## config.mk

```make
export PLATFORM = sky130hd
export DESIGN_NAME = dcache_controller
export DESIGN_NICKNAME = d
export VERILOG_FILES = /design/src/rtl/dcache_controller.sv
export SDC_FILE = /design/constraint.sdc
export NUM_CORES = 1
export LEC_CHECK = 0
export ABC_AREA = 0
export CORE_MARGIN = 1.5
export CORE_UTILIZATION = 42
export CTS_CLUSTER_SIZE = 24
export DETAILED_ROUTE_END_ITERATION = 6
export PLACE_DENSITY_LB_ADDON = 0.08
export SLEW_MARGIN = 20
export SYNTH_ARGS = -nofsm -noshare
export SYNTH_HDL_FRONTEND = slang
export SYNTH_SLANG_ARGS = --single-unit
```

## constraint.sdc

```tcl
create_clock -name CLK -period 3.25 [get_ports CLK]
set_input_delay 0.65 -clock CLK [delete_from_list [all_inputs] [get_ports CLK]]
set_output_delay 0.65 -clock CLK [all_outputs]
set_load 0.03 [all_outputs]
```

## src/rtl/dcache_controller.sv

```systemverilog
`timescale 1ns / 1ps
// ----------------------------------------------------------------------------
// dcache_controller
//
// Direct-mapped, write-back data cache between the CPU load/store path and a
// 32-bit-block data memory. 8 lines x 4 bytes, 8-bit byte address split as
// tag[7:5] / index[4:2] / offset[1:0]. Hits complete with no stall. A miss
// stalls the CPU, writes back the victim line if it is dirty, fetches the
// new block and then re-evaluates the access as a hit.
//
// Optional feature macro: DCACHE_STATS_EN adds 16-bit hit/miss counters.
//
// Ports
//   CLK            in   1   rising-edge clock
//   RESET          in   1   synchronous, active-high reset
//   READ           in   1   CPU byte read request
//   WRITE          in   1   CPU byte write request (wins over READ)
//   ADDRESS        in   8   CPU byte address
//   WRITEDATA      in   8   CPU store data
//   READDATA       out  8   load data, valid while READ=1 and BUSYWAIT=0
//   BUSYWAIT       out  1   CPU stall
//   MEM_READ       out  1   block fetch request
//   MEM_WRITE      out  1   block write-back request
//   MEM_ADDRESS    out  6   block address {tag, index}
//   MEM_WRITEDATA  out  32  write-back block, byte 0 in bits [7:0]
//   MEM_READDATA   in   32  fetched block
//   MEM_BUSYWAIT   in   1   memory busy
//   HIT_COUNT      out  16  (DCACHE_STATS_EN only) hits completed in IDLE
//   MISS_COUNT     out  16  (DCACHE_STATS_EN only) misses started
// ----------------------------------------------------------------------------
module dcache_controller (
  input  logic        CLK,
  input  logic        RESET,
  input  logic        READ,
  input  logic        WRITE,
  input  logic [7:0]  ADDRESS,
  input  logic [7:0]  WRITEDATA,
  output logic [7:0]  READDATA,
  output logic        BUSYWAIT,
  output logic        MEM_READ,
  output logic        MEM_WRITE,
  output logic [5:0]  MEM_ADDRESS,
  output logic [31:0] MEM_WRITEDATA,
  input  logic [31:0] MEM_READDATA,
  input  logic        MEM_BUSYWAIT
`ifdef DCACHE_STATS_EN
  ,
  output logic [15:0] HIT_COUNT,
  output logic [15:0] MISS_COUNT
`endif
);

  typedef enum logic [1:0] {
    IDLE      = 2'd0,
    WRITEBACK = 2'd1,
    FETCH     = 2'd2
  } state_e;

  state_e state_q, state_d;

  // Line storage
  logic [7:0]  valid_q;
  logic [7:0]  dirty_q;
  logic [2:0]  tag_q  [8];
  logic [31:0] data_q [8];

  // Address fields; the CPU holds ADDRESS stable during a stall, so these
  // are used directly rather than latched.
  logic [2:0] addr_tag;
  logic [2:0] addr_idx;
  logic [1:0] addr_off;
  logic [4:0] byte_lsb;

  assign addr_tag = ADDRESS[7:5];
  assign addr_idx = ADDRESS[4:2];
  assign addr_off = ADDRESS[1:0];
  assign byte_lsb = {addr_off, 3'b000};

  logic req;
  logic hit;
  logic hit_wr_en;
  logic fill_en;

  assign req = READ | WRITE;
  assign hit = valid_q[addr_idx] && (tag_q[addr_idx] == addr_tag);

  // --------------------------------------------------------------------------
  // State register
  // --------------------------------------------------------------------------
  // NOTE: sequential state is updated with non-blocking assignments so every
  // flop samples the pre-edge values regardless of process ordering.
  always_ff @(posedge CLK) begin
    if (RESET) begin
      state_q <= IDLE;
    end else begin
      state_q <= state_d;
    end
  end

  // --------------------------------------------------------------------------
  // Next-state and output decode
  // --------------------------------------------------------------------------
  always_comb begin
    // NOTE: every output gets a default first so no path leaves a signal
    // unassigned and infers a latch.
    state_d       = state_q;
    BUSYWAIT      = 1'b0;
    MEM_READ      = 1'b0;
    MEM_WRITE     = 1'b0;
    MEM_ADDRESS   = 6'h00;
    MEM_WRITEDATA = 32'h0000_0000;
    READDATA      = 8'h00;
    hit_wr_en     = 1'b0;
    fill_en       = 1'b0;

    unique case (state_q)
      IDLE: begin
        if (req) begin
          if (hit) begin
            // A combined READ+WRITE is a write; READDATA still shows the
            // addressed byte as it was before this edge.
            if (READ) begin
              READDATA = data_q[addr_idx][byte_lsb +: 8];
            end
            hit_wr_en = WRITE;
          end else begin
            BUSYWAIT = 1'b1;
            if (valid_q[addr_idx] && dirty_q[addr_idx]) begin
              state_d = WRITEBACK;
            end else begin
              state_d = FETCH;
            end
          end
        end
      end

      WRITEBACK: begin
        BUSYWAIT      = 1'b1;
        MEM_WRITE     = 1'b1;
        MEM_ADDRESS   = {tag_q[addr_idx], addr_idx};
        MEM_WRITEDATA = data_q[addr_idx];
        if (!MEM_BUSYWAIT) begin
          state_d = FETCH;
        end
      end

      FETCH: begin
        BUSYWAIT    = 1'b1;
        MEM_READ    = 1'b1;
        MEM_ADDRESS = ADDRESS[7:2];
        if (!MEM_BUSYWAIT) begin
          fill_en = 1'b1;
          state_d = IDLE;
        end
      end

      default: begin
        state_d = IDLE;
      end
    endcase
  end

  // --------------------------------------------------------------------------
  // Valid / dirty bits: cleared by reset, which also makes any aborted fill
  // invisible since the line is left invalid.
  // --------------------------------------------------------------------------
  always_ff @(posedge CLK) begin
    if (RESET) begin
      valid_q <= 8'h00;
      dirty_q <= 8'h00;
    end else if (fill_en) begin
      valid_q[addr_idx] <= 1'b1;
      dirty_q[addr_idx] <= 1'b0;
    end else if (hit_wr_en) begin
      dirty_q[addr_idx] <= 1'b1;
    end
  end

  // --------------------------------------------------------------------------
  // Tag and data arrays
  // --------------------------------------------------------------------------
  // NOTE: the tag/data arrays have no reset; the valid bits alone decide
  // whether their contents mean anything, so clearing them would only cost
  // reset fan-out.
  always_ff @(posedge CLK) begin
    if (!RESET) begin
      if (fill_en) begin
        tag_q[addr_idx]  <= addr_tag;
        data_q[addr_idx] <= MEM_READDATA;
      end else if (hit_wr_en) begin
        data_q[addr_idx][byte_lsb +: 8] <= WRITEDATA;
      end
    end
  end

`ifdef DCACHE_STATS_EN
  // --------------------------------------------------------------------------
  // Statistics counters (wrap naturally at 16 bits)
  // --------------------------------------------------------------------------
  logic        hit_event;
  logic        miss_event;
  logic [15:0] hit_count_q;
  logic [15:0] miss_count_q;

  // A hit counts only when it completes in IDLE; the re-evaluate cycle after
  // a fill therefore counts as a hit as well as the original miss.
  assign hit_event  = (state_q == IDLE) && req && hit;
  assign miss_event = (state_q == IDLE) && req && !hit;

  always_ff @(posedge CLK) begin
    if (RESET) begin
      hit_count_q  <= 16'h0000;
      miss_count_q <= 16'h0000;
    end else begin
      if (hit_event) begin
        hit_count_q <= hit_count_q + 16'd1;
      end
      if (miss_event) begin
        miss_count_q <= miss_count_q + 16'd1;
      end
    end
  end

  assign HIT_COUNT  = hit_count_q;
  assign MISS_COUNT = miss_count_q;
`endif

endmodule
```

Word level (Yosys, flattened, before mapping)
Memories as Yosys holds them, arrays and structs flattened.
Index checks and enable logic that the tools add are counted.
{"block": "op_classes", "add_sub_neg": 1, "order_cmp": 2, "n_eq_ne": 7, "n_shift": 3, "mux": 69, "bitwise_logic": 37, "reduce_logical": 7}
{"cell": "2-to-1 mux 32 bit", "n": 2}
{"cell": "2-to-1 mux 1 bit", "n": 50}
{"cell": "2-to-1 mux 8 bit", "n": 6}
{"cell": "OR 1 bit", "n": 33}
{"cell": "variable shift 8 x 7 -> 32 bit, first input constant", "n": 1}
{"cell": "indexed part select 32 x 6 -> 8 bit", "n": 1}
{"cell": "indexed part select 8 x 7 -> 32 bit", "n": 1}
{"cell": "OR 8 bit", "n": 2}
{"cell": "one-hot mux 6 bit (2 select lines)", "n": 1}
{"cell": "2-to-1 mux 2 bit", "n": 5}
{"cell": "bitwise AND 8 bit", "n": 1}
{"cell": "!= test 2 bit, second input constant", "n": 4}
{"cell": "inverter 8 bit", "n": 1}
{"cell": "negator 5 -> 7 bit", "n": 1}
{"cell": "binary-select mux 1 bit (select 3 bit)", "n": 2}
{"cell": "one-hot mux 2 bit (3 select lines)", "n": 1}
{"cell": "less-than comparator 3 x 4 -> 1 bit, second input constant", "n": 1}
{"cell": "AND reduction 4 bit", "n": 1}
{"cell": "demux 1 bit (select 3 bit)", "n": 1}
{"cell": "== test 3 bit", "n": 1}
{"cell": "greater-or-equal comparator 3 x 1 -> 1 bit, second input constant", "n": 1}
{"cell": "logical AND 1 bit", "n": 3}
{"cell": "== test 2 x 1 -> 1 bit, second input constant", "n": 1}
{"cell": "== test 2 bit, second input constant", "n": 1}
{"cell": "4 further kinds", "n": 4}
{"block": "totals", "reg_bits": 18, "ramBits": 280, "input_bits": 53, "out_inout_bits": 49, "wordCells": 131, "memories": 2}
{"memory": "data_q", "depth": 8, "width": 32, "read_ports": 1, "rd_clocked_by_memory_dff": 0, "wr": 1, "line": "65", "rtl": "logic [31:0] data_q [8];"}
{"memory": "tag_q", "depth": 8, "width": 3, "read_ports": 1, "rd_clocked_by_memory_dff": 0, "wr": 1, "line": "64", "rtl": "logic [2:0] tag_q [8];"}

Depth between registers and ports, before layout
Gate-level depths: netlist (run 1).
{"block": "logic_depth", "ltp_word": 11, "depth_mapped": 11, "depth_no_buf": 7}

Least setup slack after synthesis (run 1)
OpenSTA, ideal clock, no wires.
{"block": "synth_path", "path_kind": "input to output", "startpoint": "input ADDRESS[3]", "endpoint": "output READDATA[1]", "arrival_time_ns": 2.806, "required_ns": 2.600, "slack_ns": -0.206, "stages": 8, "cell_sequence": "buf_4 -> buf_6 -> buf_6 -> nor2_1 -> a221o_1 -> a221oi_1 -> mux4_2 -> nor3b_1"}
{"block": "synth_via", "elab_chain_len": 6, "word_cells_on_any_way": 11, "classes_between": "eq/ne: 1; shift: 1; mux: 6; reduce/logical: 1; memory: 2"}
{"element": "start: declaration", "line": "36", "rtl": "input logic [7:0] ADDRESS,"}
{"element": "memory (8 x 32 bit), or another cell as far along"}
{"element": "indexed part select 32 x 6 -> 8 bit, or another cell as far along", "line": "123", "rtl": "READDATA = data_q[addr_idx][byte_lsb +: 8];"}
{"element": "2-to-1 mux 8 bit or logical AND 1 bit (tied branches)", "line": "122, 85"}
{"element": "2-to-1 mux 8 bit *", "line": "119", "rtl": "if (hit) begin"}
{"element": "2-to-1 mux 8 bit *", "line": "118", "rtl": "if (req) begin"}
{"element": "2-to-1 mux 8 bit *", "line": "116", "rtl": "unique case (state_q)"}
{"element": "end: declaration", "line": "38", "rtl": "output logic [7:0] READDATA,"}
Mark *: on every way between the ends. The rest lies on a longest branch, timed or not. The select of a mux whose other input is x is not followed.

Worst setup path after layout (run 1)
{"block": "layout_path", "startpoint": "input ADDRESS[2]", "endpoint": "output READDATA[6]"}
Same word-level chain as after synthesis.

==> results of run 1 <==
-- repair_timing --
| action | in CTS | in global routing |
|---|---|---|
| buffers inserted | 9 | 2 |
| endpoints found under the setup margin | 12 | 12 |
| gates resized for setup | 82 | 20 |
| cloned | 2 | 0 |
| pin swaps | 15 | 8 |
-- final cells by class --
| type | count | area (um^2) |
|---|---|---|
| fillers | 2512 | 13300 |
| flip-flops and latches | 298 | 8770 |
| multi-input cells | 481 | 4330 |
| repair buffers | 308 | 2900 |
| clock buffers | 38 | 812 |
| well taps | 396 | 495 |
| inverters | 49 | 184 |
| clock inverters | 16 | 144 |
-- critical path, cell delays in order --
cell     delay, ns
buf_16        0.13
buf_8         0.13
buf_4         0.15
nand2_1       0.25
nor2_1        0.12
or4_4         0.45
mux4_2        0.47
and3_4        0.19
buf_6         0.13
-- routing by layer --
metal,up-vias,part of all wire,routed length (um),global-route usage
met4,0,0.028,1140,0.0673
met3,76,0.075,3020,0.0397
met5,-,0,0,0
li1,4002,-,-,-
met1,4521,0.44,17800,0.360
met2,389,0.46,18400,0.387
-- sequential cells by signal (all words and copies together), names as in the netlist, named ones only --
register and cells:
tag_q 24, data_q 256, state_q 2, valid_q 8
-- worst min-delay path by stage --
stage               cells after the start  slack [ns]          to       start
detailed placement                      2        0.46  valid_q[4]  valid_q[4]
global placement                        2        0.45  valid_q[4]  valid_q[4]
finish                                  2        0.47  valid_q[4]  valid_q[4]
global route                            1        0.48   flip-flop   flip-flop
CTS                                     2        0.47  valid_q[4]  valid_q[4]
floorplan                               1        0.44   flip-flop   flip-flop
-- logic make-up (layout without fill, tap and decap cells) --
kind of cell / after synthesis / after routing / synth area share
buffers and inverters: 104 / 411 / 0.0389
multiplexers: 127 / 127 / 0.133
AO/OA/AOI/OAI: 162 / 162 / 0.0864
AND/OR/NAND/NOR: 183 / 183 / 0.0745
flip-flops: 298 / 298 / 0.659
adder cells (fa/ha/maj): 9 / 9 / 0.00846
-- report_power, final --
group	internal [mW]	switching [mW]	total, mW
logic	0.443	0.532	0.975
clock network	1.92	1.43	3.35
registers	4.23	0.00915	4.24
-- cells in the final DEF (no fill, tap or decap), types with 13 or more instances in the layout --
cell / n
dfxtp_1: 18
a22oi_1: 19
nor2b_1: 20
nor3_1: 13
nand2_1: 50
o22ai_1: 18
mux2i_1: 70
nor2_1: 29
inv_1: 46
buf_6: 13
buf_4: 209
clkdlybuf4s50_1: 52
and2_1: 18
mux4_2: 34
edfxtp_1: 280
clkbuf_16: 31
buf_12: 23
a21oi_1: 41
==> metrics.md, run 1 <==
| Metric | Value |
|---|---|
| Status | finished with violations |
| Violated checks | setup timing |
| CP Class | in2out |
| CTS buffer count | 30 |
| H-tree lvl count | 1 |
| Clk slew on worst S/H paths | 0.06 ns |
| Total iterations of the first detailed-routing run | 5 |
| Max-Cap Viols | 0 |
| Synth Flop Type | edfxtp_1 |
| Mapped Area | 0.0133 mm^2 |
| Final Util | 0.570 |
| Most common cell in the synthesized netlist | edfxtp_1 |
| Global-route wire length before repair | 58800 um |
| Final Wtd Congestion | 0.891 |
| CTS root buf | clkbuf_16 |
| Pleak | 6.40 nW |
| Share of cells above drive strength 1 | 0.354 |
| GRT Total Usage | 0.247 |
| Syn avg cell area | 15.1 um^2 |
| Startpoint Class | input pin |
| R2R Setup Slk | 0.45 ns |
| Clk sinks | 298 |
| Final WS setup | -0.0777 ns |
| Tot Pwr | 8.56 mW |
| Final setup violation count | 6 |
| CTS tree | yes |
| DRC Markers | 0 |
| Placed cells | 1519 |
| Worst path required time | 2.60 ns |
| Crit path capture type | output port |
| Die Width | 181 um |
| Crit path DAT | 2.68 ns |
| CP Capture Point | READDATA[6] |
| Peak VDD IR | 0.342 mV |
| Critical-path maximum fanout | 6 |
| Routed WL | 40400 um |
| Power per cell area | 486 mW/mm^2 |
| Vias in the first global route | 8799 |
| DR iter-0 viols | 852 |
| Fin Hold WS | 0.470 ns |
| Sequential area share after synthesis | 0.659 |
| Final instance area | 0.0176 mm^2 |
| Final non-filler cell total | 1586 |
| Beginning of the critical path | ADDRESS[2] |
| Final count of pins violating max slew | 0 |
| Setup Skew | 0.00850 ns |
| Async SR Flop Fraction | 0 |
| Largest net degree at the start of global routing | 35 |
| Tightest Pin Transition | 0.593 ns |
| Period minus WS final | 3.33 ns |
| Post-DR vias/cell | 5.67 |
| Area grow syn2layout | 32.5% |
| Die Ht | 181 um |
| Mapped Nets | 945 |
| Hold Buf Count CTS | 0 |
| TNS Setup | -0.364 ns |
| Routed wire length per instance | 25.4 um |
| Initial core utilization | 0.430 |
| Cell area after placement | 0.0161 mm^2 |
| Post-DP HPWL | 28400 um |
| Place WS | -0.484 ns |
| Hold WC Path Type | reg2reg |
| Fin nets | 1230 |
| Synth unique cells | 56 |
| RSZ-0062 raised after global routing | yes |
| R2r startpoint | tag_q[1][1] |
| Max frequency | 301 MHz |
| I/O Buffers | 101 |
| Final period util | 1.02 |
| Core area | 0.0309 mm^2 |
| Most instantiated cells after synthesis | edfxtp_1 (280), mux2i_1 (72), nand2_1 (50) |
| Ys Warns | 0 |
| Area fraction of the dominant cell type after synthesis | 0.632 |
| Clock buffer depth | 3 |
| Antenna diodes | 0 |
| Worst Reg-to-Reg Cells | 9 |
| Synth top area cells | edfxtp_1 (63%), mux2i_1 (5.4%), mux4_2 (5.2%) |
| RR Endpoint | data_q[3][2] |
| Detail Route Antenna Nets | 0 |
| Total gr overflow | 0 |
| Clk Latency, worst-skew pair | 0.56 ns |
| Yosys top cell by area | edfxtp_1 |
| Register bit total from synthesis | 298 |
| Syn Inst Count | 883 |
| Number of synthesized flops with an enable pin | 280 |
| Relative slew slack | 0.593 |
| Initial antenna violation count | 0 |
| Rows | 64 |
| Io pins | 102 |
| Vias | 8988 |
| Die area | 0.0328 mm^2 |
| Final Hold Viols | 0 |
(Power assumes the default switching activity.)
==> run 2, diff against run 1 <==
Settings changed: CORE_ASPECT_RATIO set to 1.25.
==> run 2 against run 1 <==
  * The flow still finishes with violations (setup timing)
  * Non-clock buffer count is 25 higher
  * Utilization grew 1.4 points
  * Count of clock-buffer cells in the layout fell by 5
  * Clock skew grew 0.015 ns
  * Critical path depth rose by 3
  * Via count down 0.18%
  * Largest power group unchanged
==> metrics.md, run 2 (synthesis gave the netlist of run 1 again) <==
| Metric | Value |
|---|---|
| TNS Setup | -0.986 ns (was -0.364 ns) |
| Vias in the first global route | 9251 (was 8799) |
| Largest register FFs | 256 (unchanged) |
| Gate power share | 0.117 (was 0.114) |
| Max frequency | 292 MHz (was 301 MHz) |
| Routed WL | 41500 um (was 40400 um) |
| Sequential power share | 0.486 (was 0.495) |
| Final instance area | 0.0182 mm^2 (was 0.0176 mm^2) |
| Crit path capture type | output port (unchanged) |
| CTS root buf | clkbuf_16 (unchanged) |
| Seq. cell area | 0.00877 mm^2 (unchanged) |
| Hold WC Path Type | reg2reg (unchanged) |
| Rows | 72 (was 64) |
| CP Class | in2out (unchanged) |
| Clock buffer depth | 3 (unchanged) |
| Area of the multi-input gates | 0.00447 mm^2 (was 0.00433 mm^2) |
| Final period util | 1.05 (was 1.02) |
| Max-Cap Viols | 0 (unchanged) |
| Final WS setup | -0.176 ns (was -0.0777 ns) |
| Status | finished with violations (unchanged) |
| Clk slew on worst S/H paths | 0.07 ns (was 0.06 ns) |
| Worst-path cell chain | buf_12 > buf_12 > buf_12 > mux2i_4 > o22ai_4 > nor3_2 > o221ai_2 > buf_6 > or2_4 > nor3b_4 > buf_6 > buf_12 (was buf_16 > buf_8 > buf_4 > nand2_1 > nor2_1 > or4_4 > mux4_2 > and3_4 > buf_6) |
| GRT Total Usage | 0.258 (was 0.247) |
| Post-DP HPWL | 29100 um (was 28400 um) |
| Die Ht | 202 um (was 181 um) |
| Antenna diodes | 0 (unchanged) |
| Fin nets | 1254 (was 1230) |
| Core area | 0.0311 mm^2 (was 0.0309 mm^2) |
| Startpoint Class | input pin (unchanged) |
| Fillers | 2545 (was 2512) |
| Total iterations of the first detailed-routing run | 5 (unchanged) |
| DR iter-0 viols | 688 (was 852) |
| Clk sinks | 298 (unchanged) |
| Tot Pwr | 8.72 mW (was 8.56 mW) |
| Crit path DAT | 2.78 ns (was 2.68 ns) |
| Total internal power | 6.73 mW (was 6.59 mW) |
| Io pins | 102 (unchanged) |
| Largest net degree at the start of global routing | 33 (was 35) |
| Placed cells | 1535 (was 1519) |
| Crit-path max cell delay | 0.28 ns (was 0.47 ns) |
| Place WS | -0.578 ns (was -0.484 ns) |
| Clock Power Share | 0.397 (was 0.392) |
| Final Hold Viols | 0 (unchanged) |
| Violated checks | setup timing (unchanged) |
| H-tree lvl count | 1 (unchanged) |
| CP dominant cell by count | buf_12 |
| Critical-path maximum fanout | 8 (was 6) |
| Most frequent cells in the layout | edfxtp_1 (280), buf_4 (209), mux2i_1 (58), clkdlybuf4s50_1 (54), nand2_1 (49) (was edfxtp_1 (280), buf_4 (209), mux2i_1 (70), clkdlybuf4s50_1 (52), nand2_1 (50)) |
| I/O Buffers | 101 (unchanged) |
| Period minus WS final | 3.43 ns (was 3.33 ns) |
| DRC Markers | 0 (unchanged) |
| Sw frac | 0.228 (was 0.231) |
| CTS buffer count | 29 (was 30) |
| Most flops, register | data_q (unchanged) |
| Final count of pins violating max slew | 0 (unchanged) |
| Initial antenna violation count | 0 (unchanged) |
| Routed wire length per instance | 25.6 um (was 25.4 um) |
| Die area | 0.0328 mm^2 (about the same) |
| Slowest CP cell | or2_4 (was mux4_2) |
| Final non-filler cell total | 1621 (was 1586) |
| Worst path required time | 2.60 ns (about the same) |
| Final Wtd Congestion | 0.857 (was 0.891) |
| Setup Skew | 0.0238 ns (was 0.00850 ns) |
| Power per cell area | 480 mW/mm^2 (was 486 mW/mm^2) |
| Total gr overflow | 0 (unchanged) |
| CTS tree | yes (unchanged) |
| Largest regs | data_q (256), tag_q (24), valid_q (8) (unchanged) |
| Peak VDD IR | 0.417 mV (was 0.342 mV) |
| RSZ-0062 raised after global routing | yes (unchanged) |
| Initial core utilization | 0.428 (was 0.430) |
| Vias | 8972 (was 8988) |
| Die Width | 162 um (was 181 um) |
| Global-route wire length before repair | 60800 um (was 58800 um) |
| Final setup violation count | 9 (was 6) |
| Post-DR vias/cell | 5.53 (was 5.67) |
| Clk Latency, worst-skew pair | 0.57 ns (was 0.56 ns) |
| Tightest Pin Transition | 0.742 ns (was 0.593 ns) |
| Detail Route Antenna Nets | 0 (unchanged) |
| Share of cells above drive strength 1 | 0.371 (was 0.354) |
| P_sw | 1.99 mW (was 1.97 mW) |
| Cell area after placement | 0.0162 mm^2 (was 0.0161 mm^2) |
| Relative slew slack | 0.491 (was 0.593) |
| Pleak | 6.54 nW (was 6.40 nW) |
| Most common cell after layout, fill and taps aside | edfxtp_1 (unchanged) |
| Area grow syn2layout | 36.5% (was 32.5%) |
run 2: final cells by class:
class,count,area share
clock buffer,33,0.0408
clock inverter,20,0.0122
inverter,49,0.0103
multi-input combinational,481,0.246
sequential,298,0.483
tap,407,0.0280
timing repair buffer,333,0.180
run 2: worst paths after layout:
kind,startpoint,endpoint,slack (ns),depth (start not counted)
worst max register to register,tag_q[2][2],data_q[2][8],0.34,10
worst min register to register,valid_q[7],valid_q[7],0.47,2
worst max-delay path,ADDRESS[2],READDATA[4],-0.18,12
worst min-delay path,valid_q[7],valid_q[7],0.47,2
run 2: what timing repair did:
item,CTS,global route
cloned,3,0
hold buffers,0,0
endpoints found under the setup margin,22,9
buffers inserted,28,4
pin swaps,25,15
gates resized for setup,136,26
endpoints found under the hold margin,0,0
run 2: per-stage QoR:
step	utilization	hold slack, ns
2_1_floorplan	-	0.440
3_3_place_gp	0.522	0.455
3_5_place_dp	0.522	0.460
4_1_cts	0.579	0.474
5_1_grt	0.584	0.496
6_report	0.584	0.475
run 2: worst max-delay path: cells and delay by family:
family | cells | cell delay (ns)
compound gates | 2 | 0.27
buf+inv | 6 | 0.83
mux | 1 | 0.27
simple gates | 3 | 0.73
run 2: metal layers:
layer	global-route usage	share of wire	vias up
li1	-	-	4049
met1	0.338	0.41	4552
met5	0	0	-
met2	0.442	0.50	299
met4	0.0924	0.036	0
met3	0.0306	0.052	72
run 2: power by group through the flow:
| stage | sequential [mW] | combinational (mW) | clock, mW |
|---|---|---|---|
| floorplan | 4.31 | 0.417 | 0 |
| global placement | 4.32 | 0.870 | 0 |
| detailed placement | 4.32 | 0.874 | 0 |
| CTS | 4.24 | 0.997 | 3.51 |
| global route | 4.24 | 1.08 | 3.64 |
| finish | 4.24 | 1.02 | 3.46 |
